File: config.mk
export PLATFORM = sky130hd
export DESIGN_NAME = mips_cpu_harvard
export DESIGN_NICKNAME = d
export VERILOG_FILES = /design/src/rtl/mips_cpu_harvard.sv
export SDC_FILE = /design/constraint.sdc
export NUM_CORES = 2
export LEC_CHECK = 0
export ABC_AREA = 1
export CORE_MARGIN = 2
export CORE_UTILIZATION = 40
export DETAILED_ROUTE_END_ITERATION = 12
export MAX_ROUTING_LAYER = met4
export RECOVER_POWER = 25
export SYNTH_ARGS = -nofsm -noshare
export SYNTH_HDL_FRONTEND = slang
export SYNTH_SLANG_ARGS = --single-unit
File: constraint.sdc
create_clock -name clk -period 7.6 [get_ports clk]
set_input_delay 1.52 -clock clk [delete_from_list [all_inputs] [get_ports clk]]
set_output_delay 1.52 -clock clk [all_outputs]
set_load 0.03 [all_outputs]
File: src/rtl/mips_cpu_harvard.sv
// Single-cycle MIPS subset CPU (ADDIU, ADDU, LW, SW, JR) with separate instruction and data ports.
// One instruction retires per enabled clock; JR has one delay slot and a jump to address 0 halts the core.
//
// state  | meaning
// S_RUN  | fetching and retiring one instruction per enabled edge
// S_HALT | PC reached 0; all state frozen until reset
module mips_cpu_harvard (
  input  logic        clk,
  input  logic        reset,
  output logic        active,
  output logic [31:0] register_v0,
  input  logic        clk_enable,
  output logic [31:0] instr_address,
  input  logic [31:0] instr_readdata,
  output logic [31:0] data_address,
  output logic        data_write,
  output logic        data_read,
  output logic [31:0] data_writedata,
  input  logic [31:0] data_readdata
);

  localparam logic [31:0] RESET_PC    = 32'hBFC0_0000;
  localparam logic [5:0]  OP_SPECIAL  = 6'h00;
  localparam logic [5:0]  OP_ADDIU    = 6'h09;
  localparam logic [5:0]  OP_LW       = 6'h23;
  localparam logic [5:0]  OP_SW       = 6'h2B;
  localparam logic [5:0]  FUNCT_ADDU  = 6'h21;
  localparam logic [5:0]  FUNCT_JR    = 6'h08;

  typedef enum logic {
    S_RUN,
    S_HALT
  } state_t;

  state_t      state;
  logic [31:0] pc;
  logic [31:0] jr_target;
  logic        jr_pending;
  logic [31:0] gpr [32];

  logic [5:0]  op;
  logic [4:0]  rs;
  logic [4:0]  rt;
  logic [4:0]  rd;
  logic [5:0]  funct;
  logic [15:0] imm;
  logic        unused_shamt;

  assign op           = instr_readdata[31:26];
  assign rs           = instr_readdata[25:21];
  assign rt           = instr_readdata[20:16];
  assign rd           = instr_readdata[15:11];
  assign funct        = instr_readdata[5:0];
  assign imm          = instr_readdata[15:0];
  assign unused_shamt = ^instr_readdata[10:6];

  logic is_addiu;
  logic is_addu;
  logic is_lw;
  logic is_sw;
  logic is_jr;

  assign is_addiu = (op == OP_ADDIU);
  assign is_lw    = (op == OP_LW);
  assign is_sw    = (op == OP_SW);
  assign is_addu  = (op == OP_SPECIAL) && (funct == FUNCT_ADDU);
  assign is_jr    = (op == OP_SPECIAL) && (funct == FUNCT_JR);

  logic [31:0] rs_val;
  logic [31:0] rt_val;
  logic [31:0] imm_sext;
  logic [31:0] mem_addr;
  logic        running;

  assign rs_val   = (rs == 5'd0) ? 32'd0 : gpr[rs];
  assign rt_val   = (rt == 5'd0) ? 32'd0 : gpr[rt];
  assign imm_sext = {{16{imm[15]}}, imm};
  assign mem_addr = rs_val + imm_sext;
  assign running  = (state == S_RUN);

  assign active         = running;
  assign register_v0    = gpr[2];
  assign instr_address  = pc;
  assign data_address   = mem_addr;
  assign data_writedata = rt_val;
  assign data_read      = is_lw && running && !reset;
  // Store strobe also needs clk_enable, since memory commits it on the coming edge.
  assign data_write     = is_sw && running && !reset && clk_enable;

  logic        wb_en;
  logic [4:0]  wb_sel;
  logic [31:0] wb_data;

  always_comb begin
    wb_en   = 1'b0;
    wb_sel  = 5'd0;
    wb_data = 32'd0;
    if (is_addiu) begin
      wb_en   = 1'b1;
      wb_sel  = rt;
      wb_data = rs_val + imm_sext;
    end else if (is_addu) begin
      wb_en   = 1'b1;
      wb_sel  = rd;
      wb_data = rs_val + rt_val;
    end else if (is_lw) begin
      wb_en   = 1'b1;
      wb_sel  = rt;
      wb_data = data_readdata;
    end
  end

  // The delay-slot instruction runs at PC+4, then the saved JR target takes over.
  logic [31:0] pc_next;
  assign pc_next = jr_pending ? jr_target : (pc + 32'd4);

  always_ff @(posedge clk) begin
    if (reset) begin
      state      <= S_RUN;
      pc         <= RESET_PC;
      jr_pending <= 1'b0;
      jr_target  <= 32'd0;
      for (int i = 0; i < 32; i++) gpr[i] <= 32'd0;
    end else if (clk_enable) begin
      case (state)
        S_RUN: begin
          pc         <= pc_next;
          jr_pending <= is_jr;
          if (is_jr) jr_target <= rs_val;
          if (wb_en && (wb_sel != 5'd0)) gpr[wb_sel] <= wb_data;
          if (pc_next == 32'd0) state <= S_HALT;
        end
        default: state <= S_HALT;
      endcase
    end
  end

endmodule

==> results.py <==
metrics = {
    "detailed_routing": {
        "vias_per_cell": 6.26,
        "antenna_left": 0,
        "drt_iter0_markers": 9728,
        "routed_wl_mm": 290,
        "first_pass_iters": 7,
        "drc_errors": 0,
        "avgRoutedWirePerCell_um": 29.3,
        "vias": 62200,
    },
    "timing": {
        "fmax_ghz": 0.132,
        "final-max-slew-violation-count": 443,
        "rsz0062_at_grt": "false",
        "fin_skew_ns": 0.0491,
        "finalSetupViolations": 0,
        "finalHoldViolations": 0,
        "setup-tns-final_ns": 0,
        "hold_ws_ns": 0.544,
        "max_slew_margin_pct": -135,
        "fin_crit_sh_pct": 99.6,
        "tightest_slew_ns": 3.53,
        "period_minus_slack_ns": 7.57,
    },
    "synth": {
        "synth_common_cells": "nor2_1, nand2_1, edfxtp_1",
        "yosys.area_share.simple_pct": 25.3,
        "syn_inst": 7722,
        "synth.area.mux_share_pct": 0.126,
        "synthAdderAreaFrac_pct": 1.07,
        "synth_top_family_by_area": "simple AND/OR/NAND/NOR gates",
        "synth_top_area_share_pct": 48.4,
        "synth_edf_count": 1024,
        "syn_avg_cell_area_um2": 8.22,
        "netlist_area_um2": 63500,
        "async_flop_share_pct": 0,
        "ys.flop_type": "edfxtp_1",
        "ys_warn_count": 0,
        "yosysSeqAreaShare_pct": 50.5,
        "yosysMostFrequentCell": "nor2_1",
        "yosys.cell_types.count": 54,
        "synth_compound_area_share_pct": 15.9,
        "synth_top_cell_by_area": "edfxtp_1",
        "synth-seq-cells": 1090,
        "ys_top_cells_by_area": "edfxtp_1, nor2_1, o21ai_0, nand2_1, nand3_1",
        "synthXorXnorAreaFrac_pct": 0.489,
    },
    "cells_and_area": {
        "fin_util_pct": 46.1,
        "fillers": 15100,
        "drive_gt1_share_pct": 11.0,
        "syn_to_final_growth_pct": 14.7,
        "final-seq-area_um2": 32100,
        "nNetsFinal": 7850,
        "multi_input_area_um2": 27600,
    },
    "setup_path": {
        "cp_max_fo": 46,
        "cp-start-kind": "input port",
        "cp.arrival_ns": 6.05,
        "reg2reg_slack_ns": 2.40,
        "worstPathRequired_ns": 6.08,
        "end_kind": "output pin",
        "path_class": "in -> out",
    },
    "cts": {
        "numCtsBuffers": 119,
        "cts_hold_buffers": 0,
        "post_cts_buffers": 0,
        "cts_sinks": 1090,
        "htree_levels": 3,
        "cts_tree": "done",
        "clk_latency_ns": 0.79,
        "root_buffer": "clkbuf_16",
        "clk_pin_slew_ns": 0.06,
        "cts_max_path_buffers": 3,
    },
    "place": {
        "gp_congestion": 0.997,
        "dp_hpwl_mm": 188,
        "io_buffers": 197,
    },
    "floorplan": {
        "ios": 198,
        "die_height_um": 402,
        "fp-row-count": 146,
        "die_w_um": 402,
        "core-area_um2": 158000,
        "die_area_um2": 162000,
        "start_util_pct": 40.2,
    },
    "pwr": {
        "peakVddDrop_uv": 203,
        "power.density_nw_per_um2": 220,
        "power_leakage_nw": 26.4,
    },
    "job": {
        "cap_violations": 18,
    },
    "global_route": {
        "grt_pass1_wl_mm": 413,
        "grt_pass1_vias": 58000,
        "antenna_found_initial": 17,
        "grt_overflow": 0,
        "grt_max_degree": 166,
        "track_usage_pct": 35.8,
    },
    "status": {
        "violations": "capacitance limit, slew limit",
        "status": "finished, violations left",
    },
    "worst_hold_path": {
        "min_path_type": "reg -> reg",
    },
}
==> critical path: stages <==
cell and delay (ns):
buf_8 0.17, inv_12 0.24, buf_6 0.29, buf_6 0.27
a21oi_1 0.09, o21ai_0 0.11, o211ai_1 0.12, nand3_1 0.11
nand4_1 0.43, nand3_2 0.32, inv_1 0.16, ha_1 0.38
inv_1 0.14, o21ai_0 0.20, buf_4 0.18, nand4_1 0.10
nand2_1 0.19, xor2_1 0.29, inv_1 0.07, clkdlybuf4s50_1 0.60
==> metal layers <==
metal	vias to the layer above	global-route usage, %	routed length (um)	part of all wire (%)
met3	886	8.51	38900	13
li1	26700	-	-	-
met1	29900	47.2	111000	38
met4	0	18.3	17500	6.0
met2	4697	51.4	123000	42
met5	-	-	0	0
==> cells by family after synthesis <==
logic type,count (synthesis)
other,1
adders and majority gates,53
buffers and inverters,962
muxes,8
and+or+nand+nor,3826
xor gates and xnor gates,32
AOI/OAI and AO/OA,1750
DFF,1090
==> final timing paths <==
kind,end,cells after the start,start
setup / recovery,data_address[8],20,instr_readdata[21]
hold / removal,instr_address[31],2,instr_address[31]
setup reg to reg,gpr[1][1],10,state
hold reg to reg,instr_address[31],2,instr_address[31]
==> state kept, by name, summed over array words and instances, names as in the netlist <==
register,cells
jr_pending,1
gpr,1024
instr_address,32
state,1
jr_target,32
==> layout by cell type (no fill, tap or decap), types with 97 or more instances in the layout <==
master,netlist,layout
nor2_1,1881,1881
edfxtp_1,1024,1024
nand2_1,1053,1006
o21ai_0,1000,996
nand3_1,517,511
inv_1,274,275
buf_4,24,231
a21oi_1,225,222
o221ai_1,215,215
nor2_2,188,186
o22ai_1,152,151
clkbuf_16,0,121
buf_12,0,97
==> where the power goes <==
group,switching [W],internal (W)
clock network,0.00257,0.00328
logic,0.00227,0.00101
registers,0.000125,0.00676
total,0.00497,0.0111
==> stage by stage <==
| stage | power (W) | setup slack (ns) | cells | instance area (um^2) |
|---|---|---|---|---|
| floorplan | 0.00868 | 0.695 | 7753 | 63600 |
| global placement | 0.0102 | -0.130 | 9681 | 69100 |
| detailed placement | 0.0102 | -0.116 | 9681 | 69100 |
| CTS | 0.0159 | 0.0283 | 9905 | 72900 |
| global route | 0.0164 | 0.00832 | 9922 | 72800 |
| finish | 0.0160 | 0.0288 | 9930 | 72800 |
==> final cells by class <==
cell class | count | share of cell area, %
repair buffers | 521 | 7.51
well taps | 2072 | 3.56
inverters | 297 | 1.59
clock buffers | 152 | 4.37
multi-input cells | 5701 | 38.0
flip-flops and latches | 1090 | 44.0
clock inverters | 72 | 0.873
diodes | 25 | 0.0859
==> what timing repair did <==
action,4_1_cts,5_1_grt
resized for setup,2,11
cloned,0,0
endpoints found under the setup margin,10,14
Note: power is estimated with default switching activity, not from simulation.
